`src/rtl/tmds_timing_ctrl.sv`:
```
// Video timing generator feeding three TMDS encoder channels.
// Produces the pixel request toward the source, registered DE, colour data
// and {vsync,hsync} for channel 0, and position and status outputs.
// A run/stop FSM ensures a frame that has started always completes.
module tmds_timing_ctrl #(
  parameter int H_ACTIVE = 640,
  parameter int H_FP     = 16,
  parameter int H_SYNC   = 96,
  parameter int H_BP     = 48,
  parameter int V_ACTIVE = 480,
  parameter int V_FP     = 10,
  parameter int V_SYNC   = 2,
  parameter int V_BP     = 33,
  parameter bit HS_POL   = 1'b0,
  parameter bit VS_POL   = 1'b0
) (
  input  logic        pixclk,
  input  logic        reset,
  input  logic        enable,
  input  logic [23:0] pix_data,
  input  logic        pix_valid,
  input  logic        clr_status,
  output logic        pix_req,
  output logic        de,
  output logic [7:0]  data0,
  output logic [7:0]  data1,
  output logic [7:0]  data2,
  output logic [1:0]  ctrl0,
  output logic [1:0]  ctrl1,
  output logic [1:0]  ctrl2,
  output logic [11:0] hcount,
  output logic [10:0] vcount,
  output logic        frame_start,
  output logic        busy,
  output logic        underflow
);

  localparam int H_TOTAL = H_ACTIVE + H_FP + H_SYNC + H_BP;
  localparam int V_TOTAL = V_ACTIVE + V_FP + V_SYNC + V_BP;

  localparam logic [11:0] H_LAST   = 12'(H_TOTAL - 1);
  localparam logic [11:0] H_ACT    = 12'(H_ACTIVE);
  localparam logic [11:0] HS_START = 12'(H_ACTIVE + H_FP);
  localparam logic [11:0] HS_END   = 12'(H_ACTIVE + H_FP + H_SYNC - 1);
  localparam logic [10:0] V_LAST   = 11'(V_TOTAL - 1);
  localparam logic [10:0] V_ACT    = 11'(V_ACTIVE);
  localparam logic [10:0] VS_START = 11'(V_ACTIVE + V_FP);
  localparam logic [10:0] VS_END   = 11'(V_ACTIVE + V_FP + V_SYNC - 1);

  typedef enum logic [1:0] {
    ST_IDLE     = 2'b00,
    ST_RUN      = 2'b01,
    ST_STOPPING = 2'b10
  } state_t;

  state_t      state_r;
  state_t      state_s;
  logic [11:0] h_cnt_r;
  logic [10:0] v_cnt_r;
  logic        running_s;
  logic        last_s;
  logic        hs_act_s;
  logic        vs_act_s;

  assign running_s = (state_r == ST_RUN) || (state_r == ST_STOPPING);
  assign last_s    = (h_cnt_r == H_LAST) && (v_cnt_r == V_LAST);
  assign hs_act_s  = running_s && (h_cnt_r >= HS_START) && (h_cnt_r <= HS_END);
  assign vs_act_s  = running_s && (v_cnt_r >= VS_START) && (v_cnt_r <= VS_END);

  // The source must answer in this same cycle, so the request stays combinational.
  assign pix_req = running_s && (h_cnt_r < H_ACT) && (v_cnt_r < V_ACT);

  // Channels 1 and 2 carry no control information.
  assign ctrl1 = 2'b00;
  assign ctrl2 = 2'b00;

  // FSM state register.
  always_ff @(posedge pixclk) begin
    if (reset) begin
      state_r <= ST_IDLE;
    end else begin
      state_r <= state_s;
    end
  end

  // Next-state logic: stopping only takes effect on the last cycle of a frame.
  always_comb begin
    state_s = state_r;
    case (state_r)
      ST_IDLE: begin
        if (enable) begin
          state_s = ST_RUN;
        end else begin
          state_s = ST_IDLE;
        end
      end
      ST_RUN: begin
        if (!enable) begin
          state_s = last_s ? ST_IDLE : ST_STOPPING;
        end else begin
          state_s = ST_RUN;
        end
      end
      ST_STOPPING: begin
        if (last_s) begin
          state_s = enable ? ST_RUN : ST_IDLE;
        end else if (enable) begin
          state_s = ST_RUN;
        end else begin
          state_s = ST_STOPPING;
        end
      end
      default: begin
        state_s = ST_IDLE;
      end
    endcase
  end

  // Raster counters: advance while running, held at zero while idle.
  always_ff @(posedge pixclk) begin
    if (reset) begin
      h_cnt_r <= 12'd0;
      v_cnt_r <= 11'd0;
    end else if (running_s) begin
      if (h_cnt_r == H_LAST) begin
        h_cnt_r <= 12'd0;
        v_cnt_r <= (v_cnt_r == V_LAST) ? 11'd0 : v_cnt_r + 11'd1;
      end else begin
        h_cnt_r <= h_cnt_r + 12'd1;
      end
    end else begin
      h_cnt_r <= 12'd0;
      v_cnt_r <= 11'd0;
    end
  end

  // Output pipeline stage: everything here lags the counters by one cycle.
  always_ff @(posedge pixclk) begin
    if (reset) begin
      de          <= 1'b0;
      data0       <= 8'h00;
      data1       <= 8'h00;
      data2       <= 8'h00;
      ctrl0       <= {~VS_POL, ~HS_POL};
      hcount      <= 12'd0;
      vcount      <= 11'd0;
      frame_start <= 1'b0;
      busy        <= 1'b0;
    end else begin
      de <= pix_req;
      if (pix_req && pix_valid) begin
        data2 <= pix_data[23:16];
        data1 <= pix_data[15:8];
        data0 <= pix_data[7:0];
      end else begin
        data2 <= 8'h00;
        data1 <= 8'h00;
        data0 <= 8'h00;
      end
      ctrl0[1]    <= vs_act_s ? VS_POL : ~VS_POL;
      ctrl0[0]    <= hs_act_s ? HS_POL : ~HS_POL;
      hcount      <= running_s ? h_cnt_r : 12'd0;
      vcount      <= running_s ? v_cnt_r : 11'd0;
      frame_start <= running_s && (h_cnt_r == 12'd0) && (v_cnt_r == 11'd0);
      busy        <= running_s;
    end
  end

  // Sticky underflow: a missing pixel during a request wins over a clear.
  always_ff @(posedge pixclk) begin
    if (reset) begin
      underflow <= 1'b0;
    end else if (pix_req && !pix_valid) begin
      underflow <= 1'b1;
    end else if (clr_status) begin
      underflow <= 1'b0;
    end else begin
      underflow <= underflow;
    end
  end

endmodule

```
`config.mk`:
```
export PLATFORM = sky130hd
export DESIGN_NAME = tmds_timing_ctrl
export DESIGN_NICKNAME = d
export VERILOG_FILES = /design/src/rtl/tmds_timing_ctrl.sv
export SDC_FILE = /design/constraint.sdc
export NUM_CORES = 1
export LEC_CHECK = 0
export CORE_UTILIZATION = 48
export CTS_BUF_LIST = sky130_fd_sc_hd__clkbuf_8
export CTS_CLUSTER_DIAMETER = 80
export DETAILED_ROUTE_END_ITERATION = 16
export PLACE_DENSITY = 0.82
export SYNTH_ARGS = -nofsm -noshare
export SYNTH_HDL_FRONTEND = slang
export SYNTH_SLANG_ARGS = --single-unit
```
`constraint.sdc`:
```
create_clock -name pixclk -period 2.4 [get_ports pixclk]
set_input_delay 0.24 -clock pixclk [delete_from_list [all_inputs] [get_ports pixclk]]
set_output_delay 0.24 -clock pixclk [all_outputs]
set_load 0.1 [all_outputs]
```
# After elaboration in Yosys (flattened, before gate mapping)
# Cells that the tools add are included.
[totals] ff_bits=78 inputBits=29 output_inout_bits=58 elab_cells=58
[op_classes] n_addsub=2 order_cmp=6 n_eq_ne=4 n_mux=11 n_bitwise=2 n_reduce_logical=20
[ops] op="12-bit by 1-bit adder with 12-bit output, second input constant" n=1
[ops] op="12-bit by 10-bit equality test with 1-bit output, second input constant" n=1
[ops] op="12-bit by 10-bit >= comparator with 1-bit output, second input constant" n=1
[ops] op="12-bit by 10-bit less-or-equal comparator with 1-bit output, second input constant" n=1
[ops] op="12-bit zero test" n=1
[ops] op="12-bit by 10-bit < comparator with 1-bit output, second input constant" n=1
[ops] op="11-bit by 1-bit adder with 11-bit output, second input constant" n=1
[ops] op="11-bit by 10-bit equality test with 1-bit output, second input constant" n=1
[ops] op="11-bit by 9-bit >= comparator with 1-bit output, second input constant" n=1
[ops] op="11-bit by 9-bit less-or-equal comparator with 1-bit output, second input constant" n=1
[ops] op="1-bit logical AND" n=11
[ops] op="11-bit zero test" n=1
[ops] op="11-bit by 9-bit < comparator with 1-bit output, second input constant" n=1
[ops] op="11-bit 2-to-1 mux" n=1
[ops] op="2-bit 2-to-1 mux" n=4
[ops] op="2-bit case mux with 3 select lines" n=1
[ops] op="1-bit 2-to-1 mux" n=5
[ops] op="2-bit OR reduction" n=2
[ops] op="3-bit OR reduction" n=1
[ops] op="2-bit by 1-bit equality test with 1-bit output, second input constant" n=1
[ops] op="2-bit equality test, second input constant" n=1
[ops] op="2-bit zero test" n=1
[ops] op="1-bit NOT" n=2
[ops] op="2-bit nonzero test" n=1
[ops] op="2 further kinds" n=2

# Logic depth before layout (Yosys ltp)
[logic_depth] depth_word=7 depth_mapped=7

# Least setup slack after synthesis
# No wires, ideal clock.
[synth_timing] path_kind="register to register" startpoint="register h_cnt_r[5]" endpoint="register v_cnt_r[10]" arrival_time_ns=1.984 required_ns=2.268 path_slack_ns=0.284 path_stages_with_launch=6 path_buffers=1 period_less_slack_ns=2.116 cell_sequence="dfxtp_1 > or4_4 > or4_4 > clkbuf_8 > o41ai_1 > a21oi_1"
[synth_between] elab_chain_len=1
[synth_lines] element="start, declared" line_no="58" source="logic [11:0] h_cnt_r;"
[synth_lines] element="start signal, assigned" line_no="129" source="h_cnt_r <= h_cnt_r + 12'd1;"
[synth_lines] element="12-bit by 10-bit equality test with 1-bit output" line_no="125" source="if (h_cnt_r == H_LAST) begin"
[synth_lines] element="end signal, assigned" line_no="127" source="v_cnt_r <= (v_cnt_r == V_LAST) ? 11'd0 : v_cnt_r + 11'd1;"
[synth_lines] element="end, declared" line_no="59" source="logic [10:0] v_cnt_r;"
# Every way passes these cells.
# A chain may end at the register's enable or synchronous reset.

# Final worst setup path
[layout_timing] startpoint="register h_cnt_r[5]" endpoint="register v_cnt_r[9]"
# Same word-level chain as after synthesis.

==> results.ini <==
[floorplanning]
ios=87
core_um2=5540
die-area_um2=6100
start_util_pct=50.2
die_w_um=78.1
num_rows=27
die_h_um=78.1

[cts]
clkSinkCount=78
hold_buffers=0
cts_root_buf=clkbuf_8
numCtsBuffers=9
clk_path_buf_depth=2
worstSkewPairLatency_ns=0.35
clk_pin_slew_ns=0.09
cts_tree=done
cts_setup_buffers=0
ctsResizeCount=0
htree_levels=3

[global_routing]
grt_pass1_vias=1967
antenna_found_initial=0
grt_max_degree=25
overflow=0
grt_use_total_pct=21.2
grt_pass1_wl_um=9650

[placement]
port_buffers=82
dp_hpwl_um=4240
gp_congestion=0.864

[pwr]
p_per_area_nw_per_um2=692
ir_worst_vdd_uv=459
power.static_leakage_uw=0.00149

[detailed_routing]
ant_nets=0
dr.pass1.iters=4
vias=2234
drt-initial-drc-count=98
viasPerCell=5.05
routedWlPerCell_um=13.9
drc=0
routed_wl_um=6130

[sta]
finClkSkew_ns=0.00655
tightestPinTransition_ns=0.659
fmax_mhz=430
setup_viol=0
relSlewSlack_pct=55.7
finalSetupTns_ns=0
hold_viol=0
fin_crit_sh_pct=96.8
rsz0062_at_grt=false
period_minus_slack_ns=2.32
fin_hold_ws_ns=0.442
drv_slew=0

[logic_synthesis]
synth-seq-cells=78
synthCells=278
synth_ff_type=dfxtp_1
yosysUniqueCellTypes=40
ys_seq_area_share_pct=56.2
synth_warnings=0
synth_area_per_cell_um2=10.0
synth-edff-count=0
synth_area_um2=2780
async_reset_ff_share_pct=0

[setup_path]
required_ns=2.69
critPathMaxFanout=15
critical_path_class=flop to flop
critPathArrivalTime_ns=2.61
cp-end-kind=flop
worstSetupStartpointType=flop

[layout]
insertedDiodeCount=0
fill_cells=453
nets=403
synthToLayoutAreaGrowth_pct=33.6
drive_gt1_share_pct=21.4

[hold_path]
worstHoldPathType=input port to flop

[status]
run_status=finished, final reports clean

[flow_run]
drv_cap=0

-- cells by family (layout without fill, tap and decap cells) --
family | Yosys count | after routing | share of synthesized area [%]
simple gates | 130 | 130 | 26.5
flops | 78 | 78 | 56.2
compound gates | 27 | 27 | 5.67
buf+inv | 23 | 112 | 4.32
xor+xnor | 10 | 10 | 3.15
fa+ha+maj | 9 | 9 | 4.05
other cells | 1 | 4 | 0.135
-- cells in the mapped netlist (4+ instances only) --
cell	instances	area, µm²
dfxtp_1	78	1560
and2_1	42	263
nor2_1	25	93.8
a21oi_1	12	60.1
inv_1	11	41.3
nand2_1	11	41.3
nand3_1	10	50.1
ha_1	9	113
o21ai_0	8	40.0
xnor2_1	8	70.1
nor3_1	7	35.0
nand4_1	6	37.5
clkbuf_1	5	18.8
nor4_1	5	31.3
buf_4	4	30.0
or3_1	4	25.0
-- path summary, 6_finish.rpt --
kind,startpoint,end,slack (ns),cells past startpoint
setup / recovery,h_cnt_r[5],v_cnt_r[9],0.08,5
hold reg to reg,h_cnt_r[0],h_cnt_r[0],0.48,1
setup reg to reg,h_cnt_r[5],v_cnt_r[9],0.08,5
hold / removal,pix_data[8],data1[0],0.44,2
-- per-layer routing --
metal | track usage [%] | wire, µm
met1 | 25.8 | 2680
met2 | 32.8 | 2700
met3 | 6.63 | 550
met4 | 12.4 | 195
met5 | 0 | 0
-- critical path, cell delays in order, from the launching register on --
cell	delay, ns
dfxtp_1	0.37
or4_4	0.56
or4_4	0.59
buf_4	0.22
or3_1	0.38
a21oi_1	0.14
-- flip-flops by register name (all words and copies together) (netlist names) --
register and count:
hcount 12, v_cnt_r 11, data1 8, state_r 2, frame_start 1, ctrl0 2, vcount 11, de 1
data2 8, h_cnt_r 12, data0 8, underflow 1, busy 1
-- area by class of cell --
type / count / area [µm²] / area share (%)
Sequential cell: 78 / 1560 / 42.0
Multi-Input combinational cell: 180 / 1110 / 29.9
Timing Repair Buffer: 85 / 708 / 19.1
Clock buffer: 9 / 124 / 3.33
Tap cell: 72 / 90.1 / 2.43
Clock inverter: 7 / 80.1 / 2.16
Inverter: 11 / 41.3 / 1.11
-- metrics by stage --
stage	power (µW)	setup slack, ns	cells	instance area [µm²]	utilization, %
floorplan	1520	0.284	281	2790	-
global placement	1600	0.172	426	3510	63.4
detailed placement	1600	0.117	426	3510	63.4
CTS	2600	0.0904	442	3710	67.1
global route	2680	0.00249	442	3710	67.1
finish	2570	0.0763	442	3710	67.1
-- layout by cell type (no fill, tap or decap), types with 4 or more instances in the layout --
master           netlist  routed
a21oi_1               12      12
and2_1                42      42
buf_4                  4      57
clkbuf_8               1       9
clkdlybuf4s50_1        0      28
conb_1                 1       4
dfxtp_1               78      78
ha_1                   9       9
inv_1                 11      11
inv_6                  0       4
nand2_1               11      11
nand3_1               10      10
nand4_1                6       6
nor2_1                25      25
nor3_1                 7       7
nor4_1                 5       5
o21ai_0                8       8
or3_1                  4       4
xnor2_1                8       8
-- where the power goes --
group	total (µW)	internal [µW]	leakage (µW)	switching [µW]
sequential	1320	1310	0.000630	6.80
clock	1000	495	0.0000973	508
combinational	253	74.7	0.000761	178
Note: power is estimated with default switching activity, not from simulation.
